`src/rtl/video_timing_gen.sv`:
```
// Parametrised raster timing generator (x/y, syncs, de) with a built-in test-pattern engine.
// Optional build macro VTG_BORDER_EN: forces a one-pixel all-ones frame around the active area.
module video_timing_gen #(
  parameter int H_ACTIVE  = 640,
  parameter int H_FP      = 16,
  parameter int H_SYNC    = 96,
  parameter int H_BP      = 48,
  parameter int V_ACTIVE  = 480,
  parameter int V_FP      = 10,
  parameter int V_SYNC    = 2,
  parameter int V_BP      = 33,
  parameter bit HSYNC_POL = 1'b0,
  parameter bit VSYNC_POL = 1'b0,
  parameter int CW        = 12,
  parameter int COLOR_W   = 4
) (
  input  logic                   clock,
  input  logic                   reset,
  input  logic                   io_enable,
  input  logic [1:0]             io_mode,
  input  logic [3*COLOR_W-1:0]   io_solid,
  output logic [CW-1:0]          io_ctrl_x,
  output logic [CW-1:0]          io_ctrl_y,
  output logic                   io_ctrl_hsync,
  output logic                   io_ctrl_vsync,
  output logic                   io_ctrl_de,
  output logic [COLOR_W-1:0]     io_r,
  output logic [COLOR_W-1:0]     io_g,
  output logic [COLOR_W-1:0]     io_b,
  output logic                   io_frame_start,
  output logic [15:0]            io_frame_count
);

  localparam int H_TOTAL = H_ACTIVE + H_FP + H_SYNC + H_BP;
  localparam int V_TOTAL = V_ACTIVE + V_FP + V_SYNC + V_BP;
  localparam int BAR_W   = H_ACTIVE / 8;
  localparam int BW      = (BAR_W > 1) ? $clog2(BAR_W) : 1;

  localparam logic [CW-1:0] X_LAST   = CW'(H_TOTAL - 1);
  localparam logic [CW-1:0] Y_LAST   = CW'(V_TOTAL - 1);
  localparam logic [CW-1:0] H_ACT_C  = CW'(H_ACTIVE);
  localparam logic [CW-1:0] V_ACT_C  = CW'(V_ACTIVE);
  localparam logic [CW-1:0] HS_FIRST = CW'(H_ACTIVE + H_FP);
  localparam logic [CW-1:0] HS_LAST  = CW'(H_ACTIVE + H_FP + H_SYNC - 1);
  localparam logic [CW-1:0] VS_FIRST = CW'(V_ACTIVE + V_FP);
  localparam logic [CW-1:0] VS_LAST  = CW'(V_ACTIVE + V_FP + V_SYNC - 1);
  localparam logic [BW-1:0] BAR_LAST = BW'(BAR_W - 1);

  // Latched pattern selection, refreshed only when (0,0) is presented.
  logic [1:0]           mode_q;
  logic [3*COLOR_W-1:0] solid_q;

  // Bar position tracks io_ctrl_x so the bar index needs no divider.
  logic [BW-1:0]        bar_cnt_q;
  logic [2:0]           bar_idx_q;

  logic [CW-1:0]        nx, ny;
  logic                 fs_nxt;
  logic                 de_nxt;
  logic                 hs_act, vs_act;
  logic [15:0]          fc_nxt;
  logic [1:0]           mode_eff;
  logic [3*COLOR_W-1:0] solid_eff;
  logic [BW-1:0]        bar_cnt_nxt;
  logic [2:0]           bar_idx_nxt;
  logic [COLOR_W-1:0]   r_nxt, g_nxt, b_nxt;

  // Position of the pixel the next enabled cycle will present.
  always_comb begin
    nx = io_ctrl_x + CW'(1);
    ny = io_ctrl_y;
    if (io_ctrl_x == X_LAST) begin
      nx = '0;
      ny = (io_ctrl_y == Y_LAST) ? '0 : io_ctrl_y + CW'(1);
    end
  end

  always_comb begin
    fs_nxt    = (nx == '0) && (ny == '0);
    de_nxt    = (nx < H_ACT_C) && (ny < V_ACT_C);
    hs_act    = (nx >= HS_FIRST) && (nx <= HS_LAST);
    vs_act    = (ny >= VS_FIRST) && (ny <= VS_LAST);
    fc_nxt    = fs_nxt ? io_frame_count + 16'd1 : io_frame_count;
    mode_eff  = fs_nxt ? io_mode  : mode_q;
    solid_eff = fs_nxt ? io_solid : solid_q;
  end

  always_comb begin
    bar_cnt_nxt = bar_cnt_q + BW'(1);
    bar_idx_nxt = bar_idx_q;
    if (nx == '0) begin
      bar_cnt_nxt = '0;
      bar_idx_nxt = '0;
    end else if (bar_cnt_q == BAR_LAST) begin
      bar_cnt_nxt = '0;
      bar_idx_nxt = bar_idx_q + 3'd1;
    end
  end

  // Bar order white, yellow, cyan, green, magenta, red, blue, black maps to
  // r = ~idx[1], g = ~idx[2], b = ~idx[0].
  always_comb begin
    r_nxt = '0;
    g_nxt = '0;
    b_nxt = '0;
    case (mode_eff)
      2'd0: begin
        r_nxt = {COLOR_W{~bar_idx_nxt[1]}};
        g_nxt = {COLOR_W{~bar_idx_nxt[2]}};
        b_nxt = {COLOR_W{~bar_idx_nxt[0]}};
      end
      2'd1: begin
        r_nxt = {COLOR_W{nx[5] ^ ny[5]}};
        g_nxt = {COLOR_W{nx[5] ^ ny[5]}};
        b_nxt = {COLOR_W{nx[5] ^ ny[5]}};
      end
      2'd2: begin
        r_nxt = nx[COLOR_W+3:4];
        g_nxt = ny[COLOR_W+3:4];
        b_nxt = fc_nxt[COLOR_W-1:0];
      end
      default: {r_nxt, g_nxt, b_nxt} = solid_eff;
    endcase
`ifdef VTG_BORDER_EN
    if ((nx == '0) || (nx == H_ACT_C - CW'(1)) || (ny == '0) || (ny == V_ACT_C - CW'(1))) begin
      r_nxt = '1;
      g_nxt = '1;
      b_nxt = '1;
    end
`endif
    if (!de_nxt) begin
      r_nxt = '0;
      g_nxt = '0;
      b_nxt = '0;
    end
  end

  always_ff @(posedge clock) begin
    if (reset) begin
      io_ctrl_x      <= X_LAST;
      io_ctrl_y      <= Y_LAST;
      io_ctrl_hsync  <= ~HSYNC_POL;
      io_ctrl_vsync  <= ~VSYNC_POL;
      io_ctrl_de     <= 1'b0;
      io_r           <= '0;
      io_g           <= '0;
      io_b           <= '0;
      io_frame_start <= 1'b0;
      io_frame_count <= '0;
      mode_q         <= '0;
      solid_q        <= '0;
      bar_cnt_q      <= '0;
      bar_idx_q      <= '0;
    end else if (io_enable) begin
      io_ctrl_x      <= nx;
      io_ctrl_y      <= ny;
      io_ctrl_hsync  <= hs_act ? HSYNC_POL : ~HSYNC_POL;
      io_ctrl_vsync  <= vs_act ? VSYNC_POL : ~VSYNC_POL;
      io_ctrl_de     <= de_nxt;
      io_r           <= r_nxt;
      io_g           <= g_nxt;
      io_b           <= b_nxt;
      io_frame_start <= fs_nxt;
      io_frame_count <= fc_nxt;
      bar_cnt_q      <= bar_cnt_nxt;
      bar_idx_q      <= bar_idx_nxt;
      if (fs_nxt) begin
        mode_q  <= io_mode;
        solid_q <= io_solid;
      end
    end else begin
      io_frame_start <= 1'b0;
    end
  end

endmodule
```
`config.mk`:
```
export PLATFORM = sky130hd
export DESIGN_NAME = video_timing_gen
export DESIGN_NICKNAME = d
export VERILOG_FILES = /design/src/rtl/video_timing_gen.sv
export SDC_FILE = /design/constraint.sdc
export NUM_CORES = 1
export LEC_CHECK = 0
export BUFFER_PORTS_ARGS = -buffer_cell sky130_fd_sc_hd__buf_4
export CAP_MARGIN = 0
export CELL_PAD_IN_SITES_DETAIL_PLACEMENT = 0
export CELL_PAD_IN_SITES_GLOBAL_PLACEMENT = 1
export CORE_AREA = 8 8 115 117
export DETAILED_ROUTE_END_ITERATION = 10
export DIE_AREA = 0 0 123 125
export PLACE_DENSITY = 0.89
export SETUP_SLACK_MARGIN = 0.4
export SLEW_MARGIN = 5
export SYNTH_ARGS = -nofsm -noshare
export SYNTH_HDL_FRONTEND = slang
export SYNTH_SLANG_ARGS = --single-unit
export TNS_END_PERCENT = 10
```
`constraint.sdc`:
```
create_clock -name clock -period 4.9 [get_ports clock]
set_input_delay 0.245 -clock clock [delete_from_list [all_inputs] [get_ports clock]]
set_output_delay 0.245 -clock clock [all_outputs]
set_load 0.02 [all_outputs]
```
## After elaboration in Yosys (flattened, before gate mapping)

Cells that the tools add are included.

| word-level totals | value |
|---|---|
| flip-flop bits (word level) | 80 |
| bits in writable memories | 0 |
| word-level logic and storage cells | 63 |
| output and inout port bits | 56 |
| bits in read-only memories | 0 |
| bits in latches | 0 |
| memories kept | 0 |
| input port bits | 17 |

| cells by class | value |
|---|---|
| bitwise logic cells | 5 |
| equality and inequality tests | 5 |
| div/mod/pow operators | 0 |
| add/subtract/negate cells | 5 |
| $lt $le $gt $ge | 6 |
| $mul | 0 |
| shift-type cells | 0 |
| reduce and logical (&&, ||, !) cells | 9 |
| muxes and demuxes | 18 |

Operators by type and width:

| cell | count |
|---|---|
| $mux 12 | 4 |
| $pmux 4 s3 | 3 |
| $add 12x1->12 const B | 2 |
| $eq 12x10->1 const B | 2 |
| $logic_not 12->1 | 2 |
| $add 16x1->16 const B | 1 |
| $mux 4 | 4 |
| $mux 7 | 2 |
| $ge 12x10->1 const B | 1 |
| $ge 12x9->1 const B | 1 |
| $le 12x10->1 const B | 1 |
| $le 12x9->1 const B | 1 |
| $lt 12x10->1 const B | 1 |
| $lt 12x9->1 const B | 1 |
| $add 7x1->7 const B | 1 |
| $eq 7x7->1 const B | 1 |
| $mux 3 | 2 |
| $logic_and 1x1->1 | 4 |
| $not 1->1 | 4 |
| $add 3x1->3 const B | 1 |
| $eq 2x1->1 const B | 1 |
| $eq 2x2->1 const B | 1 |
| $logic_not 2->1 | 1 |
| $mux 1 | 2 |
| other kinds (4) | 4 |

## Longest topological paths before layout

Gate-level depths: netlist (run 1).

| logic depth | value |
|---|---|
| depth after elaboration | 9 |
| gate-level depth with buffers | 15 |
| mapped depth without buffers | 11 |

## Least setup slack after synthesis (run 1)

OpenSTA, ideal clock, no wires.

| path | value |
|---|---|
| path type | reg2reg |
| start point | register io_ctrl_y[1] |
| end point | register io_b[3] |
| data arrival time | 3480 ps |
| setup slack | 1303 ps |
| library setup time | 117 ps |
| required time | 4783 ps |
| period minus slack after synthesis | 3597 ps |
| path buffers | 2 |
| stages on the path, launching flop included | 13 |
| cells stage by stage | dfxtp_1 > ha_1 > clkbuf_1 > and4_1 > or3b_1 > o21a_1 > nor4_2 > and4_1 > clkbuf_1 > nand2_1 > a22o_1 > a221o_1 > a32o_1 |

| between the ends | value |
|---|---|
| word-level cells in the longest chain between the ends | 9 |
| elaborated cells between the ends (all ways) | 17 |
| classes of those cells | add/sub (1); order compare (1); eq/ne (3); mux (7); bitwise (1); reduce/logical (4) |

Ends and longest elaborated chain:

| element | line | source |
|---|---|---|
| from (decl) | 23 | `output logic [CW-1:0] io_ctrl_y,` |
| from (signal assigned) | 156 | `io_ctrl_y <= ny;` |
| $add 12x1->12 or $eq 12x10->1 (tied branches) | 74 | `ny = (io_ctrl_y == Y_LAST) ? '0 : io_ctrl_y + CW'(1);` |
| $mux 12 | 74 |  |
| $mux 12 * | 72 | `if (io_ctrl_x == X_LAST) begin` |
| $logic_not 12->1 | 79 | `fs_nxt = (nx == '0) && (ny == '0);` |
| $logic_and 1x1->1 | 79 |  |
| $mux 2 | n/a |  |
| $eq 2x2->1, or another cell as far along | 106 | `case (mode_eff)` |
| $pmux 4 s3 | 106 |  |
| $mux 4 * | 131 | `if (!de_nxt) begin` |
| to (signal assigned) | 162 | `io_b <= b_nxt;` |
| to (decl) | 29 | `output logic [COLOR_W-1:0] io_b,` |

Every way passes the cells marked *; elsewhere a longest branch is shown, timed or not.
A chain may end at the register's enable or synchronous reset.

## Worst setup path in the final report (run 1)

| path | value |
|---|---|
| start point | register io_ctrl_x[0] |
| end point | register io_r[3] |

| between the ends | value |
|---|---|
| word-level cells in the longest chain between the ends | 8 |
| elaborated cells between the ends (all ways) | 20 |
| classes of those cells | add/sub (1); order compare (2); eq/ne (3); mux (7); bitwise (2); reduce/logical (5) |

Ends and longest elaborated chain:

| element | line | source |
|---|---|---|
| from (decl) | 22 | `output logic [CW-1:0] io_ctrl_x,` |
| from (signal assigned) | 155 | `io_ctrl_x <= nx;` |
| $add 12x1->12 or $eq 12x10->1 (tied branches) | 70, 72 |  |
| $mux 12 | 72 |  |
| $logic_not 12->1, on equally long branches | 79, 91 |  |
| $logic_and 1x1->1 | 79 |  |
| $mux 2 | n/a |  |
| $eq 2x2->1, or another cell as far along | 106 |  |
| $pmux 4 s3 | 106 |  |
| $mux 4 * | 131 |  |
| to (signal assigned) | 160 | `io_r <= r_nxt;` |
| to (decl) | 27 | `output logic [COLOR_W-1:0] io_r,` |

Marked as above.

==> results of run 1 <==
-- Yosys cell counts (4+ instances only) --
cell type / count
clkbuf_1: 24
o21ai_0: 31
o21a_1: 4
o311ai_0: 4
a21oi_1: 45
o221ai_1: 16
a311oi_1: 4
nor3_1: 20
nand2b_1: 5
nand3b_1: 4
o31ai_1: 4
ha_1: 8
nand2_1: 93
or3_1: 5
and3_1: 7
dfxtp_1: 80
nor2_1: 67
nor4b_1: 4
nand3_1: 24
nor2b_1: 7
and4_1: 5
buf_2: 10
or4_1: 4
xnor2_1: 26
nor4_1: 10
inv_1: 15
nand4_1: 9
a211oi_1: 4
xor2_1: 5
-- cell families (layout without fill, tap and decap cells) --
| group | Yosys count | in the layout | synth area share, % |
|---|---|---|---|
| buf+inv | 56 | 113 | 5.09 |
| mux | 2 | 2 | 0.427 |
| flops | 80 | 80 | 34.1 |
| xor+xnor | 31 | 31 | 5.79 |
| fa+ha+maj | 8 | 8 | 2.13 |
| compound gates | 148 | 148 | 21.3 |
| simple gates | 288 | 288 | 31.1 |
-- cells in the final DEF, fill, tap and decap left out, types with 5 or more instances in the layout --
cell type / n
buf_4: 82
xor2_1: 5
o221ai_1: 16
o21ai_0: 31
a21oi_1: 45
nor3_1: 20
nand2b_1: 5
nor2_1: 67
clkbuf_16: 9
dfxtp_1: 80
ha_1: 8
inv_1: 15
nand4_1: 9
nand3_1: 24
xnor2_1: 26
nand2_1: 93
and4_1: 5
nor4_1: 10
or3_1: 5
nor2b_1: 7
and3_1: 7
-- routing by layer --
metal	wire, um	vias up
met1	6370	2243
met3	1000	24
li1	-	2325
met2	5980	179
met5	0	-
met4	288	0
-- worst max-delay path by stage --
stage / from / to / cells after the start
finish: io_ctrl_x[0]$_SDFFE_PP1P_ / io_r[3]$_SDFFE_PP0P_ / 10
global route: io_ctrl_x[0]$_SDFFE_PP1P_ / io_r[3]$_SDFFE_PP0P_ / 10
CTS: io_ctrl_x[0]$_SDFFE_PP1P_ / io_r[3]$_SDFFE_PP0P_ / 10
detailed placement: io_ctrl_x[0]$_SDFFE_PP1P_ / io_r[3]$_SDFFE_PP0P_ / 10
global placement: io_ctrl_x[0]$_SDFFE_PP1P_ / io_frame_count[12]$_SDFFE_PP0P_ / 11
floorplan: io_ctrl_y[1]$_SDFFE_PP0P_ / io_b[3]$_SDFFE_PP0P_ / 12
-- worst min-delay path, cell delays in order --
cell	delay, ps
buf_4	110
nand2_1	50
a21oi_1	50
-- state kept, by name (all words and copies together) (netlist names) --
register,count
mode_q,2
io_frame_count,16
bar_idx_q,3
io_ctrl_vsync,1
io_ctrl_de,1
io_ctrl_hsync,1
io_r,4
bar_cnt_q,7
io_frame_start,1
io_b,4
io_ctrl_y,12
io_g,4
solid_q,12
io_ctrl_x,12
-- report_power, final --
group	leakage, uW	total [uW]	switching, uW	internal (uW)
Sequential	0.000648	711	37.7	674
Combinational	0.00127	328	203	125
Clock	0.000155	722	265	457
Total	0.00207	1760	506	1260
-- cell type report --
type	instances	area (um2)
fill	1150	5980
multi-input combinational	477	2850
sequential	80	1600
timing repair buffer	82	616
clock buffer	10	239
tap	147	184
clock inverter	5	81.3
inverter	16	60.1
-- metrics by stage --
stage / cells / cell area (um2)
final: 817 / 5630
after global routing: 817 / 5630
after CTS: 817 / 5630
after detailed placement: 802 / 5310
after global placement: 802 / 5310
after floorplan: 613 / 4690
==> results.toml, run 1 <==
[global_route]
use_met2_pct = 26.8
grt_use_met3_pct = 3.92
grt_pass1_wl_um = 22300
grt_usage_pct = 17.6
grt_pass1_vias = 4396
grt_max_degree = 60
grtUsageMet1_pct = 23.8
grt_antenna_before_repair = 0
grt.busiest_layer = "met2"
grt-ovfl-total = 0

[detailed_routing]
routedWlPerCell_um = 16.7
routed_wl_um = 13600
first_iter_violations = 411
drt-pass1-iter-count = 5
postRouteAntennaNets = 0
detail_route.vias_per_cell = 5.84
drc = 0
vias = 4771

[worst_hold_path]
hold_class = "input port to flop"
min_to = "solid_q[10]$_SDFFE_PP0P_"
hold_start = "io_solid[10]"
hold_depth = 3

[clock_network]
post_cts_resized = 0
insertion_delay_ps = 340
clk_pin_slew_worst_paths_ps = 60
cts.sinks = 80
cts_buffers = 9
cts_setup_buffers = 0
hold_buffers = 0
htree_levels = 3
ctsRootBufferMaster = "clkbuf_16"
clk_path_buf_depth = 2
cts_tree = "built"

[setup_path]
critPathCaptureType = "flop"
reg2reg_from = "io_ctrl_x[0]$_SDFFE_PP1P_"
critical_path_buf_inv_count = 0
path_cells = "ha_1 -> and4_1 -> and4bb_2 -> o221ai_1 -> or3b_2 -> nor3_1 -> nand4_1 -> o221ai_1 -> nand2b_1 -> o221ai_1"
arrival_ps = 4220
crit_fanout = 10
slowest_delay_ps = 550
critPathTopFamily = "simple AND/OR/NAND/NOR gates"
worstPathRequired_ps = 5100
r2r_end = "io_r[3]$_SDFFE_PP0P_"
r2r_slack_ps = 880
cp_slowest_cell = "dfxtp_1"
rr_worst_depth = 10
start_kind = "flop"
crit_type = "flop to flop"
cp_common_cell = "o221ai_1"

[layout]
area_growth_pct = 20.1
nets = 691
diodes = 0
drive_gt1_share_pct = 16.4
fin_util_pct = 48.5

[synthesis]
seq_area_frac_synth_pct = 34.1
yosysTopAreaCell = "dfxtp_1"
ys_ff_latch = 80
netlist_area_um2 = 4690
synth_flop_cell = "dfxtp_1"
synth_area_leaders = "dfxtp_1 (34%), nand2_1 (7.4%), nor2_1 (5.4%), xnor2_1 (4.9%), a21oi_1 (4.8%)"
syn_nets = 638
synth_top_area_share_pct = 34.1
avgSynthCellArea_um2 = 7.65
yosys_warnings = 0
synth_cell_types = 70
async_flop_share_pct = 0
synth_edf_count = 0
syn_inst = 613

[power_and_ir_drop]
p_per_area_nw_per_um2 = 313
peakVddDrop_v = 0.000241
report.power.total_uw = 1760
p_leak_uw = 0.00207

[placement]
pre_cts_ws_ps = 971
io_buffers = 72
dpl.hpwl_um = 9630
gp_congestion = 0.880

[timing]
fmax_mhz = 249
tns_ps = 0
fin_skew_ps = 5.74
report.final.setup_viol = 0
maxSlewViolCount = 0
hold_viol = 0
min_period_ps = 4020
rsz0062_at_grt = "false"
setup_ws_ps = 876
period_share_pct = 82.1
worst_hold_slack_ps = 162
relSlewSlack_pct = 46.9
worst_pin_slew_ps = 794

[floorplanning]
pin_count = 73
start_util_pct = 40.4
rows = 40
die_h_um = 125
die_area_um2 = 15400
die_w_um = 123
core-area_um2 = 11600

[flow_run]
max_cap_viol_count = 0

[status]
status = "completed"
(Power assumes the default switching activity.)
==> run 2, diff against run 1 <==
==> constraint.sdc (replaced) <==
create_clock -name clock -period 3.75 [get_ports clock]
set_input_delay 0.1875 -clock clock [delete_from_list [all_inputs] [get_ports clock]]
set_output_delay 0.1875 -clock clock [all_outputs]
set_load 0.02 [all_outputs]
==> results.toml, run 2 (synthesized netlist as in run 1, its figures left out) <==
[timing]
tns_ps = 0
hold_viol = 0
relSlewSlack_pct = 43.7
report.final.setup_viol = 0
rsz0062_at_grt = "true"
fin_skew_ps = 5.72
min_period_ps = 3310
fmax_mhz = 302
maxSlewViolCount = 0
worst_pin_slew_ps = 841
worst_hold_slack_ps = 104
period_share_pct = 88.3

[floorplanning]
die_w_um = 123
core-area_um2 = 11600
rows = 40
die_area_um2 = 15400
start_util_pct = 40.4
die_h_um = 125
pin_count = 73

[clock_network]
cts.sinks = 80
htree_levels = 3
cts_buffers = 9
clk_pin_slew_worst_paths_ps = 60
clk_path_buf_depth = 2
insertion_delay_ps = 350
ctsRootBufferMaster = "clkbuf_16"
cts_tree = "built"

[status]
status = "completed"

[setup_path]
arrival_ps = 3520
slowest_delay_ps = 450
path_cells = "ha_1 -> and4_1 -> or3b_1 -> o21a_1 -> nor4_4 -> and4_4 -> nand3_1 -> buf_4 -> nor4_1 -> xnor2_1 -> nor2_1"
cp_slowest_cell = "or3b_1"
critPathCaptureType = "flop"
crit_type = "flop to flop"
start_kind = "flop"
crit_fanout = 24
worstPathRequired_ps = 3960

[power_and_ir_drop]
swShare_pct = 30.6
p_int_uw = 1590
pwr-share-seq_pct = 40.3
p_clk_share_pct = 39.4
p_sw_uw = 698
combPwrFrac_pct = 20.3
peakVddDrop_v = 0.000203
p_leak_uw = 0.00216
p_per_area_nw_per_um2 = 391

[layout]
final_common_cell = "buf_4"
nets = 707
final_cell_mix = "buf_4 (98), nand2_1 (93), dfxtp_1 (75), nor2_1 (67), a21oi_1 (45)"
drive_gt1_share_pct = 21.3
largest_reg_flops = 16
area_growth_pct = 24.6
diodes = 0
regMostFlops = "io_frame_count"

[placement]
io_buffers = 72
dpl.hpwl_um = 9950
gp_congestion = 0.907

[detailed_routing]
detail_route.vias_per_cell = 5.85
first_iter_violations = 460
postRouteAntennaNets = 0
vias = 4875
drc = 0
routed_wl_um = 14100
drt-pass1-iter-count = 5
routedWlPerCell_um = 16.9

[global_route]
grt_pass1_wl_um = 23100
grt-ovfl-total = 0
grt_antenna_before_repair = 0
grt_pass1_vias = 4620
grt_max_degree = 60
grt_usage_pct = 18.5

[worst_hold_path]
hold_class = "input port to flop"

[flow_run]
max_cap_viol_count = 0
==> run 2: worst paths after layout <==
kind                              from                         endpoint  slack, ps  cells past startpoint
min                        io_solid[2]          solid_q[2]$_SDFFE_PP0P_        100                      3
max reg2reg  io_ctrl_y[1]$_SDFFE_PP0P_  io_frame_count[15]$_SDFFE_PP0P_        440                     11
max          io_ctrl_y[1]$_SDFFE_PP0P_  io_frame_count[15]$_SDFFE_PP0P_        440                     11
min reg2reg    solid_q[9]$_SDFFE_PP0P_          solid_q[9]$_SDFFE_PP0P_        460                      2
==> run 2: critical path, delay by kind of cell, from the launching register on <==
family | cells | cell delay [ps]
and+or+nand+nor | 7 | 1880
DFF | 1 | 440
buffers and inverters | 1 | 250
AOI/OAI and AO/OA | 1 | 230
adders and majority gates | 1 | 200
xor gates and xnor gates | 1 | 170
==> run 2: per-layer routing <==
metal / up-vias / global-route usage [%] / wire length [um]
li1: 2352 / - / -
met4: 0 / 6.95 / 232
met2: 196 / 27.2 / 6280
met3: 15 / 5.31 / 1240
met1: 2312 / 24.8 / 6370
met5: - / 0 / 0
==> run 2: area by class of cell <==
type,instances,area (um2)
fill,1143,5770
multi-input combinational,477,2950
sequential,80,1610
timing repair buffer,98,736
clock buffer,9,225
tap,147,184
clock inverter,7,78.8
inverter,16,60.1
==> run 2: stage by stage <==
step	cell area, um2	std cells	power [uW]	worst slack (ps)	util, %
2_1_floorplan	4700	613	1230	326	-
3_3_place_gp	5420	816	1370	266	46.7
3_5_place_dp	5420	816	1370	85.8	46.7
4_1_cts	5800	833	2290	389	49.9
5_1_grt	5850	834	2400	301	50.3
6_report	5850	834	2290	437	50.3
==> run 2: repair_timing <==
action | in CTS | in global routing
resized for setup | 13 | 8
pin swaps | 1 | 2
hold buffers | 0 | 0
cloned | 0 | 0
setup buffers | 1 | 1
setup endpoints to repair | 27 | 21
==> run 2: power groups by stage <==
stage                     Combinational [uW]  Clock (uW)  Sequential, uW
final                                    465         900             921
after detailed placement                 436           0             937
after global placement                   432           0             935
after global routing                     506         966             925
after CTS                                454         922             918
after floorplan                          272           0             958
